### src/rtl/layer_feeder_pkg.sv
// Shared constants, fill-state encoding and lane helper for the layer activation feeder.
package layer_feeder_pkg;

  localparam int DW       = 16;
  localparam int N_IN     = 15;
  localparam int NODE_LAT = 3;

  typedef enum logic {
    FILL = 1'b0,
    FULL = 1'b1
  } fill_state_t;

  function automatic logic [DW-1:0] lane_of(input logic [N_IN*DW-1:0] bus, input int k);
    return bus[k*DW +: DW];
  endfunction

endpackage

### src/rtl/layer_feeder_if.sv
// Serial activation stream in, held parallel activation bus and status pulses out.
interface layer_feeder_if import layer_feeder_pkg::*; ();

  logic [DW-1:0]      s_data;
  logic               s_valid;
  logic               s_last;
  logic               s_ready;
  logic [N_IN*DW-1:0] a_bus;
  logic               a_valid;
  logic               res_valid;
  logic               short_frm;
  logic [15:0]        frame_cnt;

  modport master (
    output s_data, s_valid, s_last,
    input  s_ready, a_bus, a_valid, res_valid, short_frm, frame_cnt
  );

  modport slave (
    input  s_data, s_valid, s_last,
    output s_ready, a_bus, a_valid, res_valid, short_frm, frame_cnt
  );

endinterface

### src/rtl/layer_feeder.sv
// Gathers a serial frame of activations into a write buffer and swaps it onto a
// held parallel bus, pacing swaps so the node pipeline has drained before the next.
module layer_feeder import layer_feeder_pkg::*; (
  input  logic           clk,
  input  logic           reset,
  layer_feeder_if.slave  bus
);

  localparam int WCNT_W = $clog2(N_IN);
  localparam int LAT_W  = $clog2(NODE_LAT + 1);

  localparam logic [WCNT_W-1:0] LAST_IDX = WCNT_W'(N_IN - 1);
  localparam logic [WCNT_W-1:0] WCNT_ONE = WCNT_W'(1);
  localparam logic [LAT_W-1:0]  LAT_LOAD = LAT_W'(NODE_LAT);
  localparam logic [LAT_W-1:0]  LAT_ONE  = LAT_W'(1);

  fill_state_t                state;
  logic [WCNT_W-1:0]          wcnt;
  logic [LAT_W-1:0]           lat_cnt;
  logic [N_IN-1:0][DW-1:0]    wbuf;
  logic [N_IN-1:0][DW-1:0]    a_reg;
  logic                       a_valid_r;
  logic                       res_valid_r;
  logic                       short_frm_r;
  logic [15:0]                frame_cnt_r;
  logic                       take;

  assign take = bus.s_valid && (state == FILL);

  // A full buffer is only swapped out once lat_cnt has drained, so the previous
  // frame's node results are never cut short and a held frame is never overwritten.
  always_ff @(posedge clk or negedge reset) begin
    if (!reset) begin
      state       <= FILL;
      wcnt        <= '0;
      lat_cnt     <= '0;
      wbuf        <= '0;
      a_reg       <= '0;
      a_valid_r   <= 1'b0;
      res_valid_r <= 1'b0;
      short_frm_r <= 1'b0;
      frame_cnt_r <= '0;
    end else begin
      a_valid_r   <= 1'b0;
      short_frm_r <= 1'b0;
      res_valid_r <= (lat_cnt == LAT_ONE);
      if (lat_cnt != '0) begin
        lat_cnt <= lat_cnt - LAT_ONE;
      end
      case (state)
        FILL: begin
          if (take) begin
            wbuf[wcnt] <= bus.s_data;
            wcnt       <= wcnt + WCNT_ONE;
            if (wcnt == LAST_IDX) begin
              state <= FULL;
            end else if (bus.s_last) begin
              state       <= FULL;
              short_frm_r <= 1'b1;
            end
          end
        end
        FULL: begin
          if (lat_cnt == '0) begin
            a_reg       <= wbuf;
            wbuf        <= '0;
            wcnt        <= '0;
            state       <= FILL;
            lat_cnt     <= LAT_LOAD;
            frame_cnt_r <= frame_cnt_r + 16'd1;
            a_valid_r   <= 1'b1;
          end
        end
      endcase
    end
  end

  assign bus.s_ready   = (state == FILL);
  assign bus.a_bus     = a_reg;
  assign bus.a_valid   = a_valid_r;
  assign bus.res_valid = res_valid_r;
  assign bus.short_frm = short_frm_r;
  assign bus.frame_cnt = frame_cnt_r;

endmodule

### src/flat_wrapper.sv
// flat-port wrapper written by rule: the top's interface ports become plain ports
module layer_feeder_flat import layer_feeder_pkg::*;
  (clk, reset, bus_s_data, bus_s_valid, bus_s_last, bus_s_ready, bus_a_bus, bus_a_valid, bus_res_valid, bus_short_frm, bus_frame_cnt);
  layer_feeder_if bus_i ();
  input  logic clk;
  input  logic reset;
  input wire logic [$bits(bus_i.s_data)-1:0] bus_s_data;
  input wire logic [$bits(bus_i.s_valid)-1:0] bus_s_valid;
  input wire logic [$bits(bus_i.s_last)-1:0] bus_s_last;
  output wire logic [$bits(bus_i.s_ready)-1:0] bus_s_ready;
  output wire logic [$bits(bus_i.a_bus)-1:0] bus_a_bus;
  output wire logic [$bits(bus_i.a_valid)-1:0] bus_a_valid;
  output wire logic [$bits(bus_i.res_valid)-1:0] bus_res_valid;
  output wire logic [$bits(bus_i.short_frm)-1:0] bus_short_frm;
  output wire logic [$bits(bus_i.frame_cnt)-1:0] bus_frame_cnt;
  assign bus_i.s_data = bus_s_data;
  assign bus_i.s_valid = bus_s_valid;
  assign bus_i.s_last = bus_s_last;
  assign bus_s_ready = bus_i.s_ready;
  assign bus_a_bus = bus_i.a_bus;
  assign bus_a_valid = bus_i.a_valid;
  assign bus_res_valid = bus_i.res_valid;
  assign bus_short_frm = bus_i.short_frm;
  assign bus_frame_cnt = bus_i.frame_cnt;
  layer_feeder u_core (.clk(clk), .reset(reset), .bus(bus_i));
endmodule
### config.mk
export PLATFORM = sky130hd
export DESIGN_NAME = layer_feeder_flat
export DESIGN_NICKNAME = d
export VERILOG_FILES = /design/src/rtl/layer_feeder_pkg.sv /design/src/rtl/layer_feeder_if.sv /design/src/rtl/layer_feeder.sv /design/src/flat_wrapper.sv
export SDC_FILE = /design/constraint.sdc
export NUM_CORES = 1
export LEC_CHECK = 0
export ABC_CLOCK_PERIOD_IN_PS = 4700
export BUFFER_PORTS_ARGS = -buffer_cell sky130_fd_sc_hd__buf_2
export CORE_MARGIN = 8
export CORE_UTILIZATION = 35
export DETAILED_ROUTE_END_ITERATION = 16
export GPL_TIMING_DRIVEN = 0
export PLACE_DENSITY_LB_ADDON = 0.2
export SKIP_LAST_GASP = 1
export SYNTH_ARGS = -nofsm -noshare
export SYNTH_HDL_FRONTEND = slang
export SYNTH_SLANG_ARGS = --single-unit
### constraint.sdc
create_clock -name clk -period 4.7 [get_ports clk]
set_input_delay 1.175 -clock clk [delete_from_list [all_inputs] [get_ports clk]]
set_output_delay 1.175 -clock clk [all_outputs]
set_load 0.02 [all_outputs]
Word level (Yosys, flattened, before mapping)
Cells that the tools add are included.
W data, S select, Z words.
{ "classes": {"n_eq_ne": 4, "bitwise_logic": 1, "magnitude_cmp": 2, "add_sub_neg": 3, "n_mul": 0, "n_div": 0, "n_shift": 0, "muxes": 22, "reduce_logical": 6} }
{ "op_table": {"columns": ["op", "count"], "rows": [
  ["$mux W240", 2],
  ["$pmux W240 S2", 1],
  ["$bwmux W240", 1],
  ["$demux W16 S4", 1],
  ["$add A16 B1 Y16 const B", 1],
  ["$mux W16", 1],
  ["$mux W1", 9],
  ["$mux W4", 2],
  ["$pmux W4 S2", 1],
  ["$mux W2", 3],
  ["$lt A4 B5 Y1 const B", 1],
  ["$add A4 B1 Y4 const B", 1],
  ["$eq A4 B4 Y1 const B", 1],
  ["$ge A4 B1 Y1 const B", 1],
  ["$reduce_and A2 Y1", 2],
  ["$eq A2 B1 Y1 const B", 1],
  ["$logic_and A1 B1 Y1", 2],
  ["$logic_not A2 Y1", 1],
  ["$ne A2 B1 Y1 const B", 1],
  ["$ne A2 B2 Y1 const B", 1],
  ["$pmux W1 S2", 1],
  ["$reduce_bool A2 Y1", 1],
  ["$sub A2 B1 Y2 const B", 1],
  ["$not A1 Y1", 1]
]} }
{ "totals": {"romBits": 0, "mem_count": 0, "latch_bits": 0, "word_cells": 75, "output_inout_bits": 260, "ramBits": 0, "ff_bits": 506} }

Depth between registers and ports, before layout
{ "logic_depth": {"ltp_word": 7, "ltp_mapped": 9, "depth_no_buf": 7} }

Worst setup path after synthesis
OpenSTA, ideal clock, no wires.
{ "synth_path": {"path_type": "input port to flip-flop", "startpoint": "input port bus_s_valid", "endpoint": "register u_core.wbuf[110] (netlist bit)", "setup_time_ns": 0.121, "path_buffers": 3, "setup_slack_ns": 2.448, "t_arrival_ns": 2.131, "stages": 6, "path_cell_list": "nor2b_1 > buf_4 > buf_2 > and2_1 > buf_2 > a22o_1"} }
{ "synth_between": {"elab_chain_cells": 3} }
{ "synth_rtl": {"columns": ["item", "line_no", "rtl"], "rows": [
  ["from (decl)", "flat_wrapper.sv:8", "input wire logic [$bits(bus_i.s_valid)-1:0] bus_s_valid;"],
  ["$logic_and A1 B1 Y1", "layer_feeder.sv:28", "assign take = bus.s_valid && (state == FILL);"],
  ["$ne A2 B1 Y1 (no source line)", null, null],
  ["$reduce_and A2 Y1 (no source line)", null, null],
  ["to (signal, indexed assignment)", "layer_feeder.sv:53", "wbuf[wcnt] <= bus.s_data;"],
  ["to (decl)", "layer_feeder.sv:20", "logic [N_IN-1:0][DW-1:0] wbuf;"]
]} }
No other way between the ends.
A chain may end at the register's enable or synchronous reset.

Worst setup path after layout
{ "layout_path": {"startpoint": "register u_core.lat_cnt[0]", "endpoint": "register u_core.a_reg (netlist bit u_core.bus.a_bus[116])"} }
{ "layout_between": {"elab_chain_cells": 2} }
{ "layout_rtl": {"columns": ["item", "line_no", "rtl"], "rows": [
  ["from (decl)", "layer_feeder.sv:19", "logic [LAT_W-1:0] lat_cnt;"],
  ["from (signal assigned)", "layer_feeder.sv:48", "lat_cnt <= lat_cnt - LAT_ONE;"],
  ["$logic_not A2 Y1", "layer_feeder.sv:64", "if (lat_cnt == '0) begin"],
  ["$reduce_and A2 Y1 (no source line)", null, null],
  ["to (signal assigned)", "layer_feeder.sv:65", "a_reg <= wbuf;"],
  ["to (decl)", "layer_feeder.sv:21", "logic [N_IN-1:0][DW-1:0] a_reg;"]
]} }
No other way between the ends.

==> metrics <==
Slew @ Worst Pin 1030 ps; PostCTS Resize Cnt 0; core area 0.0539 mm2; vias per cell 4.95; Skew-Pair Late Insertion Delay 610 ps; Total Routed Length 57.8 mm; num ports 280; hold_buf cts 0; vias in the first global route 14741; peak supply drop 0.000305 V; clk buf depth 3; Crit. End Element flip-flop; Num CTS Buffers 53; # fillers 5200; initial antenna violation count 2; ANT nets after route 0; CTS tree yes; Top FF cell, synth dfrtp_1; endpoints failing hold 0; status completed; achievable clock frequency 333 MHz; DR vias 14183; nets 2156; max_slew headroom 31.2%; ys async rst share 100%; Setup CP Type flip-flop to flip-flop; GR Util All Layers 18.3%; grt met2 use 29.4%; Routed WL per cell 20.2 um; share of layout cells above drive strength 1 21.0%; die height 250 um; Worst Setup Slack, final 1690 ps; Clock Sinks 506; First-pass DRT Iterations 5; postcts setup bufs 0; P_leak 12.9 nW; Reg clk slew, reported paths 60 ps; final setup vio count 0; met3 Use GR 4.17%; clk_skew 20.7 ps; synth cell count leaders 800 x nand2_1, 506 x dfrtp_1, 180 x a22o_1; pre-CTS WS 1640 ps; port bufs 279; Site Rows 85; min Tclk post-route 3010 ps; Synth area leaders dfrtp_1 66%, nand2_1 16%, a22o_1 8.2%; final period utilization 64.0%; GRT busiest layer met2; max-cap violations 0; Clock Tree Root clkbuf_16; largest net degree at the start of global routing 121; H-tree depth 2; global route overflow 0; Post-Syn Instances 1788; Initial DRC Count 976; largest fanout on the critical path 10; leading area contributor after synthesis dfrtp_1; Worst setup SP type flip-flop; Hold Path Class flip-flop to flip-flop; post-DP HPWL 40.7 mm; PwrDens 603 mW/mm2; synth unique cells 42; Initial Util 35.5%; RSZ-0062 raised after global routing no; syn_nets 1818; CP arrival 3550 ps; DIE AREA 0.0624 mm2; Horiz. Die Dim 250 um; Max Transition Viols Final 0; synth warn 0; syn_area_per_cell 10.7 um2; #FFs+latches synth 506; Synth Cell Area 0.0191 mm2; met1 Track Usage GR 25.3%; share of the synthesized area in the top cell type 66.2%; area delta synth->final 21.5%; post-route setup TNS 0 ps; Critical Path RT 5240 ps; first-pass GRT wire length 90.0 mm; Total Power 14.0 mW; Post-route DRC 0; sequential share of the synthesized area 66.2%; top-count cell post-synth nand2_1; RePlAce Congestion 0.785; EDFF count, synth 0
cells in the final DEF, fill, tap and decap left out, types with 12 or more instances in the layout:
cell / netlist / routed
clkbuf_8: 0 / 12
a32o_1: 12 / 12
and2_1: 23 / 23
nand2_1: 800 / 800
a22o_1: 180 / 180
nand3_1: 25 / 25
clkinv_2: 0 / 14
buf_2: 61 / 339
dfrtp_1: 506 / 506
clkbuf_1: 49 / 59
xnor2_1: 12 / 12
o21ai_0: 19 / 19
clkbuf_16: 0 / 53
o2bb2ai_1: 16 / 16
cell type report:
type | count | area [um2] | area share [%]
sequential | 506 | 12700 | 54.5
tap | 696 | 871 | 3.75
inverter | 7 | 28.8 | 0.124
clock buffer | 75 | 1530 | 6.58
clock inverter | 20 | 185 | 0.797
timing repair buffer | 283 | 1520 | 6.53
multi-input combinational | 1153 | 5880 | 25.3
buffer | 122 | 549 | 2.36
antenna | 2 | 5.00 | 0.0215
path summary, 6_finish.rpt:
path	start	end	slack [ps]	cells after the start
min	u_core.bus.a_bus[150]	u_core.bus.a_bus[150]	470	2
min reg2reg	u_core.bus.a_bus[150]	u_core.bus.a_bus[150]	470	2
min in group asynchronous	reset	u_core.bus.a_bus[204]	530	1
max in group asynchronous	reset	u_core.wbuf[88]	2640	3
max reg2reg	u_core.lat_cnt[0]	u_core.bus.a_bus[116]	1690	8
max	u_core.lat_cnt[0]	u_core.bus.a_bus[116]	1690	8
metrics by stage:
stage	instance area, um2	hold slack [ps]	utilization, %	instances
3_3_place_gp	21400	448	39.7	2763
5_1_grt	23200	484	43.1	2862
3_5_place_dp	21500	456	39.9	2767
2_1_floorplan	19100	439	-	1788
6_report	23200	466	43.1	2864
4_1_cts	23200	468	43.1	2862
where the power goes:
part / switching, mW / internal [mW] / leakage (nW) / total, mW
clock: 1.77 / 2.38 / 0.854 / 4.15
sequential: 0.622 / 5.31 / 6.96 / 5.93
combinational: 2.77 / 1.16 / 5.12 / 3.93
cells by family (layout without fill, tap and decap cells):
group / Yosys count / in the layout / synth area share, %
flip-flops: 506 / 506 / 66.2
other: 0 / 2 / 0
adder cells (fa/ha/maj): 10 / 10 / 0.654
buffers and inverters: 129 / 507 / 3.02
AO/OA/AOI/OAI: 247 / 247 / 11.1
AND/OR/NAND/NOR: 880 / 880 / 18.3
XOR/XNOR: 16 / 16 / 0.733
routing by layer:
layer  part of all wire (%)  vias to the layer above
li1                       -                     6579
met1                     46                     7171
met2                     47                      361
met3                    5.8                       70
met4                    1.7                        2
met5                  0.023                        -
worst max-delay path, stage by stage, from the launching register on:
cell      delay (ps)
dfrtp_1          380
inv_1             80
ha_1             270
nand2_2          120
clkbuf_1         640
clkbuf_1         740
clkbuf_1         490
nand2_1          120
nand2_1           90
state kept, by name, summed over array words and instances (netlist names):
register / flops
u_core.bus.short_frm: 1
u_core.bus.a_bus: 240
u_core.lat_cnt: 2
u_core.bus.res_valid: 1
u_core.wbuf: 240
u_core.state: 1
u_core.bus.a_valid: 1
u_core.wcnt: 4
u_core.bus.frame_cnt: 16
Power figures use the tool's default switching activity.
